`src/rtl/stopwatch_pkg.sv`:
```
// Shared types and constants for the stopwatch run/pause/lap sequencer.
// State encodings, default widths and the pointer-width helper.
package stopwatch_pkg;

   typedef enum logic [1:0] {
      S_IDLE  = 2'd0,
      S_RUN   = 2'd1,
      S_HOLD  = 2'd2,
      S_PAUSE = 2'd3
   } sw_state_t;

   localparam int VAL_W_DEF     = 16;
   localparam int LAP_DEPTH_DEF = 4;
   localparam int CNT_W         = 5;

   // Index width for a store of n entries; never narrower than one bit.
   function automatic int clog2(input int n);
      int w;
      w = 1;
      while ((1 << w) < n) w++;
      return w;
   endfunction

endpackage

```
`src/rtl/sw_lap_buffer.sv`:
```
// Circular lap store: writes at wr_ptr, oldest entry overwritten when full,
// entry count saturates at DEPTH; clr empties it in one cycle.
module sw_lap_buffer
   import stopwatch_pkg::*;
#(
   parameter int DEPTH = LAP_DEPTH_DEF,
   parameter int VAL_W = VAL_W_DEF,
   parameter int PW    = clog2(DEPTH)
) (
   input  logic             clk,
   input  logic             reset_p,
   input  logic             wr_en,
   input  logic             clr,
   input  logic [VAL_W-1:0] wr_data,
   input  logic [PW-1:0]    rd_idx,
   output logic [VAL_W-1:0] rd_data,
   output logic [PW-1:0]    wr_ptr,
   output logic [CNT_W-1:0] count
);

   // Storage is sized to the full index range so every rd_idx value is in bounds.
   localparam int SLOTS = 1 << PW;

   logic [VAL_W-1:0] r_mem [SLOTS];
   logic [PW-1:0]    r_wr_ptr;
   logic [CNT_W-1:0] r_count;

   always_ff @(posedge clk or posedge reset_p) begin
      if (reset_p) begin
         r_wr_ptr <= '0;
         r_count  <= '0;
      end else if (clr) begin
         r_wr_ptr <= '0;
         r_count  <= '0;
      end else if (wr_en) begin
         r_wr_ptr <= (r_wr_ptr == PW'(DEPTH - 1)) ? '0 : r_wr_ptr + 1'b1;
         if (r_count != CNT_W'(DEPTH))
            r_count <= r_count + 1'b1;
      end
   end

   always_ff @(posedge clk) begin
      if (wr_en)
         r_mem[r_wr_ptr] <= wr_data;
   end

   assign rd_data = r_mem[rd_idx];
   assign wr_ptr  = r_wr_ptr;
   assign count   = r_count;

endmodule

```
`src/rtl/stopwatch_run_ctrl.sv`:
```
// Run/pause/lap/clear sequencer: gates the usec tick, issues counter clear, owns lap buffer.
// Optional feature macro LAP_RECALL_EN: multi-entry lap buffer with recall view in PAUSE.
module stopwatch_run_ctrl
   import stopwatch_pkg::*;
#(
   parameter int LAP_DEPTH = LAP_DEPTH_DEF,
   parameter int VAL_W     = VAL_W_DEF
) (
   input  logic             clk,
   input  logic             reset_p,
   input  logic             start_pulse,
   input  logic             lap_pulse,
   input  logic             recall_pulse,
   input  logic             tick_in,
   input  logic [VAL_W-1:0] time_now,
   output logic             tick_out,
   output logic             cnt_en,
   output logic             clr,
   output logic [VAL_W-1:0] disp_value,
   output logic [1:0]       state_o,
   output logic [CNT_W-1:0] lap_count
);

`ifdef LAP_RECALL_EN
   localparam int LAP_D = LAP_DEPTH;
   logic w_recall_req;
   assign w_recall_req = recall_pulse;
`else
   // Recall disabled: the store collapses to a single register.
   localparam int LAP_D = LAP_DEPTH - LAP_DEPTH + 1;
   logic w_recall_req;
   logic w_unused_recall;
   assign w_recall_req    = 1'b0;
   assign w_unused_recall = recall_pulse;
`endif

   localparam int PW = clog2(LAP_D);

   sw_state_t        r_state, w_state_next;
   logic             r_clr, w_clr_next;
   logic [VAL_W-1:0] r_hold, w_hold_next;
   logic             r_recall, w_recall_next;
   logic [PW-1:0]    r_rd_idx, w_rd_idx_next;
   logic             w_push;

   logic [VAL_W-1:0] w_lap_rd;
   logic [PW-1:0]    w_wr_ptr;
   logic [CNT_W-1:0] w_lap_count;
   logic [PW-1:0]    w_newest, w_oldest, w_older;

   sw_lap_buffer #(
      .DEPTH (LAP_D),
      .VAL_W (VAL_W),
      .PW    (PW)
   ) u_lap_buffer (
      .clk     (clk),
      .reset_p (reset_p),
      .wr_en   (w_push),
      .clr     (w_clr_next),
      .wr_data (time_now),
      .rd_idx  (r_rd_idx),
      .rd_data (w_lap_rd),
      .wr_ptr  (w_wr_ptr),
      .count   (w_lap_count)
   );

   // Newest entry sits just behind wr_ptr; oldest is slot 0 until the store wraps.
   assign w_newest = (w_wr_ptr == '0) ? PW'(LAP_D - 1) : w_wr_ptr - 1'b1;
   assign w_oldest = (w_lap_count == CNT_W'(LAP_D)) ? w_wr_ptr : '0;
   assign w_older  = (r_rd_idx == '0) ? PW'(LAP_D - 1) : r_rd_idx - 1'b1;

   always_ff @(posedge clk or posedge reset_p) begin
      if (reset_p) begin
         r_state  <= S_IDLE;
         r_clr    <= 1'b0;
         r_hold   <= '0;
         r_recall <= 1'b0;
         r_rd_idx <= '0;
      end else begin
         r_state  <= w_state_next;
         r_clr    <= w_clr_next;
         r_hold   <= w_hold_next;
         r_recall <= w_recall_next;
         r_rd_idx <= w_rd_idx_next;
      end
   end

   always_comb begin
      w_state_next  = r_state;
      w_clr_next    = 1'b0;
      w_hold_next   = r_hold;
      w_recall_next = r_recall;
      w_rd_idx_next = r_rd_idx;
      w_push        = 1'b0;
      case (r_state)
         S_IDLE: begin
            if (start_pulse)
               w_state_next = S_RUN;
         end
         S_RUN, S_HOLD: begin
            // start has priority; a coincident lap is dropped
            if (start_pulse) begin
               w_state_next = S_PAUSE;
            end else if (lap_pulse) begin
               w_push       = 1'b1;
               w_hold_next  = time_now;
               w_state_next = S_HOLD;
            end
         end
         S_PAUSE: begin
            if (start_pulse) begin
               w_state_next  = S_RUN;
               w_recall_next = 1'b0;
            end else if (lap_pulse) begin
               w_state_next  = S_IDLE;
               w_clr_next    = 1'b1;
               w_recall_next = 1'b0;
               w_rd_idx_next = '0;
            end else if (w_recall_req && (w_lap_count != '0)) begin
               w_recall_next = 1'b1;
               if (!r_recall)
                  w_rd_idx_next = w_newest;
               else
                  w_rd_idx_next = (r_rd_idx == w_oldest) ? w_newest : w_older;
            end
         end
         default: w_state_next = S_IDLE;
      endcase
   end

   always_comb begin
      disp_value = time_now;
      if (r_state == S_HOLD)
         disp_value = r_hold;
      else if ((r_state == S_PAUSE) && r_recall)
         disp_value = w_lap_rd;
   end

   assign cnt_en    = (r_state == S_RUN) || (r_state == S_HOLD);
   assign tick_out  = tick_in & cnt_en;
   assign clr       = r_clr;
   assign state_o   = r_state;
   assign lap_count = w_lap_count;

endmodule

```
`config.mk`:
```
export PLATFORM = sky130hd
export DESIGN_NAME = stopwatch_run_ctrl
export DESIGN_NICKNAME = d
export VERILOG_FILES = /design/src/rtl/stopwatch_pkg.sv /design/src/rtl/sw_lap_buffer.sv /design/src/rtl/stopwatch_run_ctrl.sv
export SDC_FILE = /design/constraint.sdc
export NUM_CORES = 1
export LEC_CHECK = 0
export CAP_MARGIN = 25
export CORE_UTILIZATION = 45
export CTS_BUF_LIST = sky130_fd_sc_hd__clkbuf_2
export CTS_CLUSTER_DIAMETER = 80
export DETAILED_ROUTE_END_ITERATION = 8
export PLACE_DENSITY = 0.93
export SLEW_MARGIN = 20
export SYNTH_ARGS = -nofsm -noshare
export SYNTH_HDL_FRONTEND = slang
export SYNTH_SLANG_ARGS = --single-unit
```
`constraint.sdc`:
```
create_clock -name clk -period 2.35 [get_ports clk]
set_input_delay 0.3525 -clock clk [delete_from_list [all_inputs] [get_ports clk]]
set_output_delay 0.3525 -clock clk [all_outputs]
set_load 0.03 [all_outputs]
```
==> results of run 1 <==
## logic make-up (layout without fill, tap and decap cells)
kind of cell | count (synthesis) | after routing | synth area share
compound gates | 14 | 14 | 0.0741
xor+xnor | 1 | 1 | 0.00665
fa+ha+maj | 6 | 6 | 0.0570
buf+inv | 10 | 59 | 0.0389
flops | 24 | 24 | 0.456
mux | 32 | 32 | 0.274
simple gates | 16 | 16 | 0.0940
## layout make-up
cell class / count / area (um^2) / area share
clock buffers: 3 / 15.0 / 0.00821
inverters: 6 / 22.5 / 0.0123
multi-input cells: 69 / 681 / 0.372
flip-flops and latches: 24 / 601 / 0.328
well taps: 31 / 38.8 / 0.0212
repair buffers: 50 / 472 / 0.258
## routing by layer
metal  GRT usage  vias to the layer above  part of all wire
met1       0.223                      505              0.39
met4      0.0418                        0            0.0067
met2       0.374                       26              0.58
met5           0                        -                 0
li1            -                      472                 -
met3      0.0209                        2             0.026
## metrics by stage
stage	total power (W)	worst slack [ns]	utilization
finish	0.00234	0.116	0.663
global route	0.00249	-0.0112	0.663
CTS	0.00235	0.0207	0.667
detailed placement	0.00225	0.0673	0.657
global placement	0.00218	0.131	0.657
floorplan	0.00173	0.380	-
## power breakdown
| part | internal, W | total, W | switching, W | leakage [nW] |
|---|---|---|---|---|
| Clock | 0.0000348 | 0.000151 | 0.000116 | 0.0125 |
| Combinational | 0.000687 | 0.00148 | 0.000794 | 0.491 |
| Sequential | 0.000593 | 0.000711 | 0.000118 | 0.294 |
| Total | 0.00131 | 0.00234 | 0.00103 | 0.798 |
## synth_stat cells
master	instances	area, um^2
o211ai_1	2	15.0
xor2_1	1	8.76
nand3b_1	1	7.51
mux2_2	32	360
buf_6	1	11.3
o41ai_1	2	17.5
dfrtp_1	24	601
nand3b_4	1	20.0
nand2b_1	1	6.26
and2_1	1	6.26
inv_1	6	22.5
nor3_1	1	5.00
a21oi_1	3	15.0
buf_4	1	7.51
o21a_1	1	7.51
a32o_1	1	10.0
nor2b_1	2	12.5
or3_1	2	12.5
nor4b_4	1	23.8
buf_2	2	10.0
nor4b_1	1	8.76
a211oi_1	1	7.51
o32a_1	1	10.0
nand3_1	2	10.0
nor2_1	3	11.3
o21ai_0	3	15.0
ha_1	6	75.1
## sequential cells by signal, indices dropped and copies added (netlist names)
| name | flops |
|---|---|
| u_lap_buffer.count | 5 |
| clr | 1 |
| state_o | 2 |
| r_hold | 16 |
## critical path, stage by stage, from the launching register on
cell	delay, ns
dfrtp_1	0.51
inv_1	0.10
ha_2	0.43
and2_1	0.14
dlygate4sd2_1	0.39
## path summary, 6_finish.rpt
check	from	endpoint	slack, ns	depth (start not counted)
min in group clk	r_hold[14]	r_hold[14]	0.54	1
setup reg to reg	state_o[1]	u_lap_buffer.count[3]	0.32	5
hold / removal	reset_p	u_lap_buffer.count[0]	0.34	3
setup / recovery	state_o[1]	tick_out	0.12	4
max in group asynchronous	reset_p	r_hold[8]	1.78	3
hold reg to reg	r_hold[14]	r_hold[14]	0.54	1
## what timing repair did
item,in CTS,in global routing
gates resized for setup,39,12
setup buffers,1,0
endpoints found under the setup margin,18,11
==> flow_metrics.tcl, run 1 <==
set metrics [dict create \
    p_leak_nw 0.798 \
    fin_crit_sh 0.951 \
    initial_core_util 0.478 \
    seq_area_frac_synth 0.456 \
    gp_congestion 0.725 \
    clockBufferDepth 2 \
    synth_area_um2 1320 \
    ys_seq_elements 24 \
    die_area_um2 3150 \
    post-route-cell-area_um2 1830 \
    fin_cells 183 \
    grt.overflow.total 0 \
    most-common-layout-cells "32 x mux2_2, 28 x clkdlybuf4s50_1, 24 x dfrtp_1" \
    p_per_area_nw_per_um2 1280 \
    cts_tree "yes" \
    hold_class "input port to asynchronous set/reset pin" \
    clk_pin_slew_ns 0.21 \
    row_count 19 \
    postCtsHoldBufs 0 \
    synth_cell_types 27 \
    drtIter0Drc 13 \
    grt_max_degree 27 \
    vias_per_cell 5.49 \
    wl_per_cell_um 15.4 \
    antenna_found_initial 0 \
    maxCapViolations 0 \
    arrival_ns 1.88 \
    die_x_um 56.1 \
    irDropWorstVdd_mv 0.824 \
    clock_sinks 24 \
    clock_latency_ns 0.31 \
    grt_pass1_vias 1080 \
    worstSetupPathType "flip-flop to primary output" \
    vias 1005 \
    layout-drive-gt1-share 0.375 \
    hold_viol_final 0 \
    fillers 222 \
    h-tree-depth 1 \
    startpoint_type "flip-flop" \
    fin_skew_ns 0.00154 \
    drv_slew 0 \
    drt_first_pass_iters 4 \
    layout_commonest_cell "mux2_2" \
    max_slew.worst_pin.slew_ns 0.326 \
    die_h_um 56.1 \
    io_buffers 46 \
    ant_nets 0 \
    avgSynthCellArea_um2 12.8 \
    outcome "completed" \
    fin_crit_ns 2.23 \
    grt_util_all_layers 0.192 \
    numCtsBuffers 3 \
    worstPathRequired_ns 2.00 \
    diodes 0 \
    hpwl_um 2160 \
    io_pins 48 \
    yosys_warnings 0 \
    place_inst 179 \
    syn_inst 103 \
    whs_ns 0.338 \
    grt_pass1_wl_um 4800 \
    slew_headroom 0.779 \
    root_buffer "clkbuf_2" \
    area_delta_synth_final_pct 38.8 \
    cp-end-kind "primary output" \
    syn-num-nets 131 \
    wirelength_um 2820 \
    path_max_fanout 6 \
    clock.fmax_mhz 448 \
    drc_errors 0 \
    tns_ns 0 \
    layout.nets 182 \
    setup_viol 0 \
    core_area_um2 2760 \
    post_dp_cell_area_um2 1810 \
]
No activity file was read; power rests on OpenSTA's default activity.
==> inputs of run 2 (changes only) <==
--- a/config.mk
+++ b/config.mk
@@ -11,7 +11,6 @@
 export CTS_CLUSTER_DIAMETER = 80
 export DETAILED_ROUTE_END_ITERATION = 8
 export PLACE_DENSITY = 0.93
-export SLEW_MARGIN = 20
 export SYNTH_ARGS = -nofsm -noshare
 export SYNTH_HDL_FRONTEND = slang
 export SYNTH_SLANG_ARGS = --single-unit
==> results of run 2 <==
Final layout, timing and power as in run 1 (identical DEF).
